### src/rtl/pipe_mon_pkg.sv
// pipe_mon_pkg: shared types for the pipeline stage-enable monitor.
//   phase_e    - decoded pipeline phase (IDLE/FILL/RUN/DRAIN)
//   class_e    - class of one stage-enable code (ZERO/FILL/FULL/DRAIN/ILLEGAL)
//   ERR_*      - err_code values (first cause wins)
//   code_class - classify an n-bit vector (n <= MAX_W), upper bits ignored
package pipe_mon_pkg;

  typedef enum logic [1:0] {PH_IDLE, PH_FILL, PH_RUN, PH_DRAIN} phase_e;
  typedef enum logic [2:0] {CL_ZERO, CL_FILL, CL_FULL, CL_DRAIN, CL_ILL} class_e;

  localparam logic [1:0] ERR_NONE = 2'b00;
  localparam logic [1:0] ERR_CODE = 2'b01;
  localparam logic [1:0] ERR_STEP = 2'b10;

  localparam int MAX_W = 32;
  localparam logic [MAX_W-1:0] ONE = 1;

  function automatic class_e code_class(input logic [MAX_W-1:0] vec, input int n);
    logic [MAX_W-1:0] mask, v, inv;
    for (int i = 0; i < MAX_W; i++) mask[i] = (i < n);
    v   = vec & mask;
    inv = ~vec & mask;
    if (v == '0)                return CL_ZERO;
    if (inv == '0)              return CL_FULL;
    // contiguous ones from bit 0 upward: adding one clears them all
    if ((v & (v + ONE)) == '0)  return CL_FILL;
    // contiguous zeros from bit 0 upward means the ones sit at the top
    if ((inv & (inv + ONE)) == '0) return CL_DRAIN;
    return CL_ILL;
  endfunction

endpackage

### src/rtl/pipe_code_classify.sv
// pipe_code_classify: combinational classifier of one stage-enable code.
//   vec  in  NSTAGE        stage-enable vector
//   cls  out class_e       ZERO/FILL/FULL/DRAIN/ILLEGAL
//   idx  out clog2(N+1)    number of set bits (k of FILLk, j of DRAINj)
module pipe_code_classify
  import pipe_mon_pkg::*;
#(
  parameter int NSTAGE = 4
) (
  input  logic [NSTAGE-1:0]             vec,
  output class_e                        cls,
  output logic [$clog2(NSTAGE+1)-1:0]   idx
);
  localparam int IDX_W = $clog2(NSTAGE+1);

  logic [MAX_W-1:0] ext;

  always_comb begin
    ext = '0;
    ext[NSTAGE-1:0] = vec;
    cls = code_class(ext, NSTAGE);
    idx = IDX_W'($countones(vec));
  end

endmodule

### src/rtl/pipe_stage_monitor.sv
// pipe_stage_monitor: consumer-side monitor of the pipeline stage-enable sequence
// (fill 0..01 -> 1..1, hold, drain 1..10 -> 0). Every output is registered and
// reflects the stg_en sampled at the previous CLK edge.
//   CLK, RSTN            clock / async active-low reset (release synchronised)
//   stg_en [NSTAGE]      stage-enable vector, sampled every edge
//   clr                  sync clear of run_cycles, err, err_code
//   busy/filling/running/draining   decoded phase flags
//   fill_done/drain_done 1-cycle completion pulses
//   run_cycles [CNT_W]   saturating count of FULL samples in current/last run
//   err, err_code [2]    sticky first error (01 illegal code, 10 illegal step)
// Build option: define PIPE_MON_CHECK_EN to enable code/step checking; without it
// err/err_code are tied to 0 and pulses follow the class transitions alone.
module pipe_stage_monitor
  import pipe_mon_pkg::*;
#(
  parameter int NSTAGE = 4,
  parameter int CNT_W  = 16
) (
  input  logic              CLK,
  input  logic              RSTN,
  input  logic [NSTAGE-1:0] stg_en,
  input  logic              clr,
  output logic              busy,
  output logic              filling,
  output logic              running,
  output logic              draining,
  output logic              fill_done,
  output logic              drain_done,
  output logic [CNT_W-1:0]  run_cycles,
  output logic              err,
  output logic [1:0]        err_code
);
  localparam int IDX_W = $clog2(NSTAGE+1);

  // assert immediately, release two edges later so no flop sees a ragged release
  logic [1:0] rst_sync;
  logic       rst_n;
  always_ff @(posedge CLK or negedge RSTN)
    if (!RSTN) rst_sync <= '0;
    else       rst_sync <= {rst_sync[0], 1'b1};
  assign rst_n = rst_sync[1];

  logic [NSTAGE-1:0] prev_vec;
  class_e            cur_cls, prev_cls;
  logic [IDX_W-1:0]  cur_idx, prev_idx;

  pipe_code_classify #(.NSTAGE(NSTAGE)) u_cur  (.vec(stg_en),   .cls(cur_cls),  .idx(cur_idx));
  pipe_code_classify #(.NSTAGE(NSTAGE)) u_prev (.vec(prev_vec), .cls(prev_cls), .idx(prev_idx));

  logic       new_err, pulse_ok;
  logic [1:0] new_code;

`ifdef PIPE_MON_CHECK_EN
  logic step_ok, code_bad;
  always_comb begin
    step_ok = 1'b0;
    case (prev_cls)
      CL_ZERO:  step_ok = (cur_cls == CL_ZERO) || (cur_cls == CL_FILL && cur_idx == IDX_W'(1));
      CL_FILL:  step_ok = (prev_idx == IDX_W'(NSTAGE-1)) ? (cur_cls == CL_FULL)
                        : (cur_cls == CL_FILL && cur_idx == prev_idx + IDX_W'(1));
      CL_FULL:  step_ok = (cur_cls == CL_FULL) || (cur_cls == CL_DRAIN && cur_idx == IDX_W'(NSTAGE-1));
      CL_DRAIN: step_ok = (prev_idx == IDX_W'(1)) ? (cur_cls == CL_ZERO)
                        : (cur_cls == CL_DRAIN && cur_idx == prev_idx - IDX_W'(1));
      default:  step_ok = 1'b0;  // nothing legally follows an illegal code
    endcase
  end
  assign code_bad = (cur_cls == CL_ILL);
  assign new_err  = code_bad || !step_ok;
  assign new_code = code_bad ? ERR_CODE : ERR_STEP;
  assign pulse_ok = step_ok;
`else
  logic unused_prev_idx;
  assign unused_prev_idx = ^prev_idx;
  assign new_err  = 1'b0;
  assign new_code = ERR_NONE;
  assign pulse_ok = 1'b1;
`endif

  // phase FSM: register / next-state / outputs
  phase_e phase, phase_nxt;

  always_ff @(posedge CLK or negedge rst_n)
    if (!rst_n) phase <= PH_IDLE;
    else        phase <= phase_nxt;

  always_comb begin
    phase_nxt = PH_IDLE;  // ZERO and ILLEGAL both resync to IDLE
    case (cur_cls)
      CL_FILL:  phase_nxt = PH_FILL;
      CL_FULL:  phase_nxt = PH_RUN;
      CL_DRAIN: phase_nxt = PH_DRAIN;
      default:  phase_nxt = PH_IDLE;
    endcase
  end

  always_comb begin
    busy     = (phase != PH_IDLE);
    filling  = (phase == PH_FILL);
    running  = (phase == PH_RUN);
    draining = (phase == PH_DRAIN);
  end

  logic             new_run;
  logic [CNT_W-1:0] rc_base;
  assign new_run = (prev_cls == CL_ZERO) && (cur_cls == CL_FILL) && (cur_idx == IDX_W'(1));
  assign rc_base = (clr || new_run) ? '0 : run_cycles;

  always_ff @(posedge CLK or negedge rst_n)
    if (!rst_n) begin
      prev_vec   <= '0;
      fill_done  <= 1'b0;
      drain_done <= 1'b0;
      run_cycles <= '0;
      err        <= 1'b0;
      err_code   <= ERR_NONE;
    end else begin
      prev_vec   <= stg_en;
      fill_done  <= pulse_ok && (prev_cls != CL_FULL) && (cur_cls == CL_FULL);
      drain_done <= pulse_ok && (prev_cls == CL_DRAIN || prev_cls == CL_FULL) && (cur_cls == CL_ZERO);
      if (cur_cls == CL_FULL)
        run_cycles <= (rc_base == '1) ? rc_base : rc_base + CNT_W'(1);
      else
        run_cycles <= rc_base;
      // a new error in the clr cycle is latched as the first error after the clear
      if (clr) begin
        err      <= new_err;
        err_code <= new_err ? new_code : ERR_NONE;
      end else if (new_err && !err) begin
        err      <= 1'b1;
        err_code <= new_code;
      end
    end

endmodule

### config.mk
export PLATFORM = sky130hd
export DESIGN_NAME = pipe_stage_monitor
export DESIGN_NICKNAME = d
export VERILOG_FILES = /design/src/rtl/pipe_mon_pkg.sv /design/src/rtl/pipe_code_classify.sv /design/src/rtl/pipe_stage_monitor.sv
export SDC_FILE = /design/constraint.sdc
export NUM_CORES = 1
export LEC_CHECK = 0
export CORE_MARGIN = 4
export CORE_UTILIZATION = 50
export DETAILED_ROUTE_END_ITERATION = 10
export PLACE_DENSITY_LB_ADDON = 0.15
export SYNTH_ARGS = -nofsm -noshare
export SYNTH_HDL_FRONTEND = slang
export SYNTH_SLANG_ARGS = --single-unit
### constraint.sdc
create_clock -name CLK -period 1.04 [get_ports CLK]
set_clock_uncertainty 0.05 [all_clocks]
set_input_delay 0.26 -clock CLK [delete_from_list [all_inputs] [get_ports CLK]]
set_output_delay 0.26 -clock CLK [all_outputs]
set_load 0.1 [all_outputs]
==> metrics.md, run 1 <==
| Metric | Value |
|---|---|
| Netlist cell types | 48 |
| Mux share of post-synthesis cell area | 0 |
| Mapped Area | 1570 sq um |
| Mapped Avg Cell Area | 10.0 sq um |
| Seq/Total Area, Yosys | 0.414 |
| Clk buf depth | 2 |
| I/O Buffers | 28 |
| FF+latch count, synth | 26 |
| Post-synthesis async set-or-reset flop share | 1.00 |
| Top Ports | 32 |
| H-tree lvl count | 1 |
| Worst endpoint pin kind | sequential cell input |
| Row count | 20 |
| Main combinational cell family by area after synthesis | simple AND/OR/NAND/NOR gates |
| Post-synthesis adder-cell area fraction | 0.0843 |
| EDFF count, synth | 0 |
| Synth warnings | 0 |
| Placed Instance Area | 2610 sq um |
| GP Congestion | 0.894 |
| Vert. Die Dim | 64.1 um |
| Compound-Gate Fraction of Synth Area | 0.118 |
| Post-synth top area share | 0.414 |
| Mapped Cells | 157 |
| Area leader, netlist | dfrtp_1 |
| TritonCTS Buffers | 3 |
| Halt Stage | global routing |
| Worst setup endpoint after the global-route repair_timing | run_cycles[15]$_DFF_PN0_/D |
| Initial Util | 0.519 |
| # clock sinks | 26 |
| Error | [ERROR DPL-0038] Utilization greater than 100%, impossible to legalize |
| Outcome | aborted with a tool error |
| Root buffer cell | clkbuf_4 |
| Post-Synth Simple-Gate Area | 0.261 |
| Die Wd | 64.1 um |
| Synth top area cells | dfrtp_1 41%, ha_1 7.2%, xnor2_1 3.9% |
| Largest net degree at the start of global routing | 25 |
| Top FF cell, synth | dfrtp_1 |
| Hpwl dp | 3830 um |
| Post-Synth XOR/XNOR Area | 0.0557 |
[kinds of logic after synthesis]
family / count (synthesis)
AO/OA/AOI/OAI: 21
buffers and inverters: 20
adder cells (fa/ha/maj): 10
flip-flops: 26
other: 2
AND/OR/NAND/NOR: 68
XOR/XNOR: 10
[synth_stat cells (all sizes together), types with 2 or more instances]
cell / number
nand3: 8
inv: 14
ha: 9
nor2: 16
nand2: 11
nor3: 5
nor4b: 2
xor2: 3
a21boi: 3
dfrtp: 26
buf: 6
and3: 3
nor2b: 3
a31oi: 2
nand4: 8
conb: 2
and4: 2
nor3b: 2
xnor2: 7
a21oi: 3
nor4: 4
[per-stage QoR]
step / setup slack (ps) / util / std cells / setup TNS (ps) / hold WS [ps]
floorplan: -1990 / - / 159 / -30800 / -85.6
global placement: -2430 / 0.863 / 275 / -40960 / 175
CTS: -1530 / 0.956 / 290 / -31530 / 100
detailed placement: -2590 / 0.863 / 275 / -43590 / 193
[what timing repair did]
action | CTS
pin swaps | 17
resized for setup | 54
hold buffers | 1
setup buffers | 13
setup endpoints to repair | 42
endpoints found under the hold margin | 2
==> run 2: changes to the inputs <==
- CORE_UTILIZATION: 50 -> 35
==> metrics.md, run 2 <==
| Metric | Value |
|---|---|
| Outcome | finished with violations |
| Violated checks | negative setup slack |
| Worst slack, placed | -2560 ps (+27.5 ps) |
| Reg clk slew, reported paths | 100 ps |
| Worst Setup Path Type | input pin to flip-flop |
| Share of layout cells above drive strength 1 | 0.661 |
| WHS | 76.5 ps |
| Core Box Area | 4350 sq um |
| Final Cell Area | 3160 sq um |
| DRT antenna net count | 0 |
| Average wire per standard cell | 15.0 um |
| Largest regs | run_cycles (16), prev_vec (4) |
| Root buffer cell | clkbuf_8 |
| Core Util, Final | 0.726 |
| CTS tree | done |
| EDFF count, synth | 0 (unchanged) |
| WP buf/inv | 4 |
| MaxCap Viol Count | 0 |
| Commonest cells post-synth | 26 x dfrtp_1, 15 x nor2_1, 14 x inv_1, 11 x nand2_1, 9 x ha_1 |
| Most frequent cell after synthesis | dfrtp_1 |
| Non-filler cells, final | 306 |
| Pwr/cell area | 807 nW/um^2 |
| Row count | 24 (+20%) |
| Min-delay worst type | input pin to async pin |
| Mapped Cells | 157 (unchanged) |
| Max Slew Vio Count | 0 |
| F_max | 384 MHz |
| ANT cells | 0 |
| Final Cycle Share | 2.50 |
| Synth warnings | 0 (unchanged) |
| Overall Global Routing Usage | 0.175 |
| Final min period | 2600 ps |
| Via count | 1,530 |
| Placed Instances | 288 (+4.7%) |
| H-tree lvl count | 1 (unchanged) |
| Top cell family by delay on the critical path | adder cells |
| Hpwl dp | 3250 um (-15%) |
| Crit path top cell by count | ha_4 |
| Final critical-path setup slack | -1560 ps |
| CP Capture Type | flip-flop |
| DR pass1 iterations | 4 |
| Number of flip-flops in the largest register | 16 |
| Seq/Total Area, Yosys | 0.414 (unchanged) |
| TNS Setup | -30,680 ps |
| Commonest non-fill, non-tap cell in the layout | buf_4 |
| Mapped Area | 1570 sq um (unchanged) |
| Final setup vio count | 41 |
| Top Ports | 32 (unchanged) |
| Slowest CP cell | fa_1 |
| Cell breakdown of the critical path | buf_8, inv_4, ha_4, ha_4, inv_2, fa_1, nor2b_1, nand4_1, o21bai_2, nor2_2, ha_4, nand4_1, nor4_4, buf_6, nor2_4, a211o_1, nand2_1 |
| Die Wd | 75.0 um (+17%) |
| Worst VDD drop | 755 uV |
| Highest-count cells in the layout ignoring fill and taps | 47 x buf_4, 22 x buf_6, 22 x buf_12 |
| DRC violations left | 0 |
| Top FF cell, synth | dfrtp_1 |
| Max stage delay on crit path | 410 ps |
| Initial antenna violation count | 0 |
| FF+latch count, synth | 26 (unchanged) |
| Clock latency on the worst-skew pair | 280 ps |
| Mapped Avg Cell Area | 10.0 sq um (unchanged) |
| I/O Buffers | 28 (unchanged) |
| Placed Instance Area | 2660 sq um (+1.8%) |
| Largest net degree at the start of global routing | 25 |
| Via/cell ratio | 5.00 |
| DIE AREA | 5630 sq um |
| Largest Register | run_cycles |
| Pwr Total | 2.55 mW |
| GRT overflow | 0 |
| Netlist cell types | 48 (unchanged) |
| Critical Path Source Type | input pin |
| Worst Path Arrival | 2770 ps |
| Post-synth top area share | 0.414 (unchanged) |
| CP required | 1210 ps |
| Hold Violations, Final | 0 |
| Number of DRC markers in iteration 0 | 82 |
| Pleak | 1.33 nW |
| Worst-path fanout max | 3 |
| First-pass GRT wire length | 7470 um |
| Clk buf depth | 2 (unchanged) |
| Initial Util | 0.361 (-0.158) |
| Post-synthesis async set-or-reset flop share | 1.00 (unchanged) |
| Synth top area cells | dfrtp_1 41%, ha_1 7.2%, xnor2_1 3.9% |
| Vert. Die Dim | 75.0 um (+17%) |
| Vias in the first global route | 1,638 |
| TritonCTS Buffers | 3 (unchanged) |
| RSZ-0062 raised after global routing | yes |
| Area leader, netlist | dfrtp_1 |
| Detailed-route wire length | 4580 um |
| Layout Nets | 272 |
| Area growth syn-to-layout | 101% |
| # clock sinks | 26 (unchanged) |
| GP Congestion | 0.853 (-4.5%) |
run 2: cells by family after synthesis:
logic type | after synthesis | synth area share
simple gates | 68 | 0.261
xor+xnor | 10 | 0.0557
compound gates | 21 | 0.118
fa+ha+maj | 10 | 0.0843
flops | 26 | 0.414
other cells | 2 | 0.00478
buf+inv | 20 | 0.0628
run 2: path summary, 6_finish.rpt:
kind,start,to,slack [ps],depth (start not counted)
max,stg_en[1],run_cycles[2],-1560,17
min,RSTN,rst_sync[1],80,1
max reg2reg,prev_vec[0],run_cycles[15],-1250,10
min reg2reg,rst_sync[1],run_cycles[1],180,1
max in group asynchronous,rst_sync[1],run_cycles[6],490,1
min in group CLK,stg_en[3],prev_vec[3],180,2
run 2: cell type report:
type | instances | area, sq um
Tap cell | 52 | 65.1
Sequential cell | 26 | 673
Clock inverter | 1 | 30.0
Inverter | 14 | 70.1
Clock buffer | 3 | 41.3
Timing Repair Buffer | 97 | 1120
Multi-Input combinational cell | 113 | 1160
Fill cell | 292 | 1190
run 2: repair_timing:
| action | CTS | global route |
|---|---|---|
| buffers inserted | 14 | 11 |
| resized for setup | 71 | 28 |
| hold buffers | 0 | 0 |
| endpoints found under the setup margin | 42 | 42 |
| pin swaps | 36 | 30 |
run 2: per-layer routing:
layer	up-vias	routed length, um	track usage
met2	26	2530	0.313
met4	0	119	0.0791
met3	12	100	0.0214
met1	757	1830	0.209
li1	735	-	-
met5	-	0	0
run 2: worst reg2reg max path, stage by stage (launching register included):
cell,delay [ps]
dfrtp_1,380
nor4b_1,350
nand4_1,150
o21bai_2,230
nor2_2,80
ha_4,180
nand2_4,70
nor4b_4,50
a2111oi_4,380
a31o_1,200
a21oi_1,60
run 2: report_power, final:
group | internal [mW] | switching [mW]
clock network | 0.516 | 0.333
registers | 1.04 | 0.0215
logic | 0.263 | 0.380
total | 1.81 | 0.734
(Power assumes the default switching activity.)
==> run 3: changes to the inputs <==
- PLACE_DENSITY_LB_ADDON: 0.15 -> 0.08
==> metrics.md, run 3 (same netlist as run 2, synthesis figures left out) <==
| Metric | Value |
|---|---|
| Outcome | finished with violations |
| Violated checks | negative setup slack |
| Max Slew Vio Count | 0 (unchanged) |
| Root buffer cell | clkbuf_8 |
| Hpwl dp | 3200 um (-1.3%) |
| Final critical-path setup slack | -1640 ps (-78.1 ps) |
| Pwr Total | 2.29 mW (-10%) |
| Via count | 1,590 (+3.9%) |
| MaxCap Viol Count | 0 (unchanged) |
| Largest regs | run_cycles (16), prev_vec (4) |
| WHS | 91.9 ps (+15.4 ps) |
| Vert. Die Dim | 75.0 um (unchanged) |
| Largest Register | run_cycles |
| Pleak | 1.37 nW (+3.0%) |
| Min-delay worst type | input pin to async pin |
| RSZ-0062 raised after global routing | yes |
| Final min period | 2680 ps (+78.1 ps) |
| ANT cells | 0 (unchanged) |
| Share of layout cells above drive strength 1 | 0.664 (+0.00273) |
| Via/cell ratio | 5.02 (+0.32%) |
| Reg clk slew, reported paths | 90 ps (about the same) |
| Critical R2R Launch | prev_vec[0] |
| I/O Buffers | 28 (unchanged) |
| GP Congestion | 0.838 (-1.8%) |
| Row count | 24 (unchanged) |
| Worst Setup Path Type | input pin to flip-flop |
| TritonCTS Buffers | 3 (unchanged) |
| DR pass1 iterations | 4 (unchanged) |
| Commonest non-fill, non-tap cell in the layout | buf_4 |
| DIE AREA | 5630 sq um (unchanged) |
| DRC violations left | 0 (unchanged) |
| Number of flip-flops in the largest register | 16 (unchanged) |
| Worst VDD drop | 516 uV (-32%) |
| Initial antenna violation count | 0 (unchanged) |
| Layout Nets | 283 (+4.0%) |
| First-pass GRT wire length | 7600 um (+1.7%) |
| Initial Util | 0.361 (unchanged) |
| Largest net degree at the start of global routing | 25 (unchanged) |
| CP Capture Type | flip-flop |
| F_max | 373 MHz (-2.9%) |
| Highest-count cells in the layout ignoring fill and taps | 57 x buf_4, 23 x buf_6, 22 x buf_12 |
| Top Ports | 32 (unchanged) |
| Die Wd | 75.0 um (unchanged) |
| H-tree lvl count | 1 (unchanged) |
| Setup crit start | stg_en[1] |
| Overall Global Routing Usage | 0.175 (-0.000666) |
| Final setup vio count | 41 (unchanged) |
| Average wire per standard cell | 15.5 um (+3.4%) |
| CP required | 1140 ps (-70 ps) |
| Worst-path fanout max | 3 (unchanged) |
| RR Endpoint | run_cycles[15] |
| Pwr/cell area | 721 nW/um^2 (-11%) |
| Area growth syn-to-layout | 102% |
| DRT antenna net count | 0 (unchanged) |
| Number of DRC markers in iteration 0 | 55 (-33%) |
| Hold Violations, Final | 0 (unchanged) |
| Core Box Area | 4350 sq um (unchanged) |
| Clock latency on the worst-skew pair | 270 ps (about the same) |
| Clk buf depth | 2 (unchanged) |
| CP Capture Point | run_cycles[0] |
| # clock sinks | 26 (unchanged) |
| Worst Path Arrival | 2780 ps (about the same) |
| Flop2flop setup slack | -1260 ps (about the same) |
| Critical Path Source Type | input pin |
| R2r worst-path depth | 10 (unchanged) |
| CTS tree | done |
| Post-CTS Hold Buffers | 0 (unchanged) |
| Vias in the first global route | 1,642 (+0.24%) |
| GRT overflow | 0 (unchanged) |
| Detailed-route wire length | 4910 um (+7.1%) |
| Final Cycle Share | 2.58 (+0.0751) |
run 3: critical path: stages:
cell and delay (ps):
buf_8 80, inv_4 30, ha_4 260, ha_4 120, inv_2 30, fa_1 420
nor2b_1 140, nand4_1 90, o21bai_2 110, nor2_2 160, ha_4 190, nand4_1 130
nor4_4 240, buf_4 200, buf_6 90, nor2_2 30, o21ai_1 130, o31ai_1 90
run 3: repair_timing:
item                                    in CTS  in global routing
gates cloned                                 0                  0
endpoints found under the setup margin      42                 42
buffers inserted                            19                 13
gates resized for setup                     67                 24
endpoints found under the hold margin        0                  0
pin swaps                                   26                 25
run 3: per-layer routing:
| metal | GRT usage | wire length, um | vias up |
|---|---|---|---|
| met5 | 0 | 0 | - |
| met1 | 0.222 | 1970 | 780 |
| met4 | 0.0553 | 72 | 0 |
| met2 | 0.306 | 2720 | 33 |
| met3 | 0.0240 | 146 | 8 |
| li1 | - | - | 769 |
run 3: cell type report:
type / instances / area [sq um]
Clock buffer: 4 / 45.0
Fill cell: 295 / 1170
Inverter: 14 / 72.6
Multi-Input combinational cell: 113 / 1120
Sequential cell: 26 / 672
Tap cell: 52 / 65.1
Timing Repair Buffer: 108 / 1210
run 3: worst min path at each step:
stage | start | cells after the start | endpoint
floorplan | RSTN | 0 | rst_sync[0]
global placement | rst_sync[1] | 1 | run_cycles[2]
detailed placement | rst_sync[1] | 1 | run_cycles[2]
CTS | RSTN | 1 | rst_sync[1]
global route | RSTN | 1 | rst_sync[1]
finish | RSTN | 1 | rst_sync[1]
run 3: where the power goes:
part           total (mW)  leakage (nW)  switching (mW)  internal (mW)
clock               0.584        0.0228           0.310          0.274
sequential           1.06         0.319          0.0216           1.04
combinational       0.652          1.03           0.384          0.269
total                2.29          1.37           0.715           1.58
run 3: metrics by stage:
stage / setup WS (ps) / area [sq um] / instances / utilization / TNS, ps
after CTS: -1630 / 3040 / 309 / 0.697 / -31070
after global placement: -2510 / 2680 / 290 / 0.614 / -42050
after floorplan: -1990 / 1730 / 159 / - / -30800
after global routing: -1710 / 3180 / 317 / 0.731 / -33660
final: -1640 / 3180 / 317 / 0.731 / -31400
after detailed placement: -2630 / 2680 / 290 / 0.614 / -43300
==> run 4: changes to the inputs <==
- CORE_AREA: unset -> 4 4 65 67
- CORE_MARGIN: 4 -> unset
- CORE_UTILIZATION: 35 -> unset
- DIE_AREA: unset -> 0 0 69 71
- DONT_BUFFER_PORTS: unset -> 1
==> metrics.md, run 4 (same netlist as run 2, synthesis figures left out) <==
| Metric | Value |
|---|---|
| Worst Setup Path Type | input pin to flip-flop |
| Hpwl dp | 3150 um (-1.6%) |
| Critical Path Source Type | input pin |
| Outcome | finished with violations |
| I/O Buffers | 0 (-100%) |
| Via/cell ratio | 5.33 (+6.3%) |
| Via count | 1,573 (-1.1%) |
| Reg clk slew, reported paths | 100 ps (about the same) |
| R2r worst-path depth | 12 (+2) |
| Wire length on met1 | 1970 um (-0.15%) |
| Cell breakdown of the critical path | inv_12, ha_4, ha_4, inv_2, fa_1, nor2b_1, nand4_1, o21bai_2, nor2_2, ha_2, buf_4, nand4_1, nor4_4, buf_4, nor4_4, xnor2_1, nor2_1 |
| Pwr Total | 2.30 mW (about the same) |
| Initial antenna violation count | 0 (unchanged) |
| Worst slack, placed | -1920 ps (+709 ps) |
| Hold Path Cell Cnt | 2 |
| Root buffer cell | clkbuf_8 |
| Layout Nets | 265 (-6.4%) |
| Final Cycle Share | 2.60 (+0.0167) |
| CP required | 1150 ps (about the same) |
| Flop2flop setup slack | -1400 ps (-140 ps) |
| Average wire per standard cell | 17.1 um (+11%) |
| RR Endpoint | run_cycles[5] |
| MaxCap Viol Count | 0 (unchanged) |
| GP Congestion | 0.818 (-2.4%) |
| Top Ports | 32 (unchanged) |
| Max stage delay on crit path | 460 ps (+40 ps) |
| Final setup vio count | 41 (unchanged) |
| Hold EP | run_cycles[0] |
| Metal3 WL | 241 um (+65%) |
| Min-delay worst type | input pin to flip-flop |
| Final Cell Area | 2920 sq um (-8.1%) |
| TritonCTS Buffers | 3 (unchanged) |
| GRT overflow | 0 (unchanged) |
| TNS Setup | -30,110 ps (+1290 ps) |
| Vert. Die Dim | 71 um (-5.4%) |
| Slowest CP cell | fa_1 |
| RSZ-0062 raised after global routing | yes |
| Critical R2R Launch | prev_vec[0] |
| Placed Instance Area | 2320 sq um (-13%) |
| DRT antenna net count | 0 (unchanged) |
| Clk buf depth | 2 (unchanged) |
| Clock latency on the worst-skew pair | 270 ps (about the same) |
| Core Box Area | 3630 sq um (-17%) |
| Pwr/cell area | 786 nW/um^2 (+9.0%) |
| F_max | 370 MHz (-0.64%) |
| Overall Global Routing Usage | 0.212 (+0.0378) |
| Violated checks | negative setup slack |
| Initial Util | 0.433 (+0.0716) |
| Share of layout cells above drive strength 1 | 0.599 (-0.0650) |
| ANT cells | 0 (unchanged) |
| Largest regs | run_cycles (16), prev_vec (4) |
| Filler instances | 217 (-26%) |
| Commonest non-fill, non-tap cell in the layout | buf_4 |
| Hold Violations, Final | 0 (unchanged) |
| Core Util, Final | 0.804 (+0.0737) |
| Row count | 22 (-8.3%) |
| Final min period | 2700 ps (+17.3 ps) |
| Die Wd | 69 um (-8.0%) |
| WHS | 87.5 ps (-4.37 ps) |
| # clock sinks | 26 (unchanged) |
| Number of DRC markers in iteration 0 | 113 (+110%) |
| Final critical-path setup slack | -1660 ps (-17.3 ps) |
| Vias in the first global route | 1,719 (+4.7%) |
| Highest-count cells in the layout ignoring fill and taps | 50 x buf_4, 20 x buf_12, 17 x dfrtp_2 |
| Largest net degree at the start of global routing | 25 (unchanged) |
| H-tree lvl count | 1 (unchanged) |
| Number of flip-flops in the largest register | 16 (unchanged) |
| Hold Path Origin | clr |
| Worst VDD drop | 628 uV (+22%) |
| Worst-path fanout max | 6 (+3) |
| CP Capture Type | flip-flop |
| Detailed-route wire length | 5050 um (+2.8%) |
| Non-filler cells, final | 295 (-6.9%) |
| Placed Instances | 272 (-6.2%) |
| Max Slew Vio Count | 0 (unchanged) |
| DR WL met2 | 2780 um (+2.4%) |
| First-pass GRT wire length | 8380 um (+10%) |
| Worst Path Arrival | 2810 ps (+30 ps) |
| Highest Signal Layer | met4 |
| DR pass1 iterations | 4 (unchanged) |
| DRC violations left | 0 (unchanged) |
| DIE AREA | 4900 sq um (-13%) |
| CTS tree | done |
| Area growth syn-to-layout | 85.8% |
| Pleak | 1.25 nW (-9.3%) |
| Largest Register | run_cycles |
-- run 4: area by class of cell --
| cell class | instances | area [sq um] | share of cell area |
|---|---|---|---|
| multi-input cells | 113 | 1060 | 0.362 |
| repair buffers | 90 | 995 | 0.340 |
| flip-flops and latches | 26 | 672 | 0.230 |
| inverters | 14 | 82.6 | 0.0283 |
| well taps | 48 | 60.1 | 0.0205 |
| clock buffers | 4 | 55.1 | 0.0188 |
-- run 4: where the power goes --
| group | total [mW] | internal, mW | switching [mW] |
|---|---|---|---|
| combinational | 0.565 | 0.216 | 0.348 |
| sequential | 1.06 | 1.04 | 0.0220 |
| clock | 0.673 | 0.339 | 0.335 |
| total | 2.30 | 1.59 | 0.705 |
-- run 4: worst max path at each step --
stage	depth (start not counted)	endpoint	slack (ps)	from
global placement	15	run_cycles[15]	-1840	stg_en[2]
detailed placement	15	run_cycles[15]	-1920	stg_en[3]
floorplan	17	run_cycles[2]	-1990	stg_en[2]
CTS	15	run_cycles[15]	-1510	stg_en[1]
global route	17	run_cycles[5]	-1720	stg_en[1]
finish	17	run_cycles[5]	-1660	stg_en[1]
-- run 4: worst max-delay path, delay by kind of cell --
family,cells,cell delay [ps]
fa+ha+maj,4,1040
simple gates,7,770
buf+inv,4,340
compound gates,1,230
xor+xnor,1,180
-- run 4: what timing repair did --
action | CTS | global route
buffers inserted | 13 | 8
resized for setup | 77 | 16
endpoints found under the hold margin | 6 | 0
pin swaps | 31 | 16
hold buffers | 5 | 0
endpoints found under the setup margin | 41 | 42
-- run 4: per-layer routing --
layer / vias up / track usage
met4: 0 / 0.0499
met2: 46 / 0.406
met3: 9 / 0.0327
li1: 727 / -
met5: - / 0
met1: 791 / 0.248
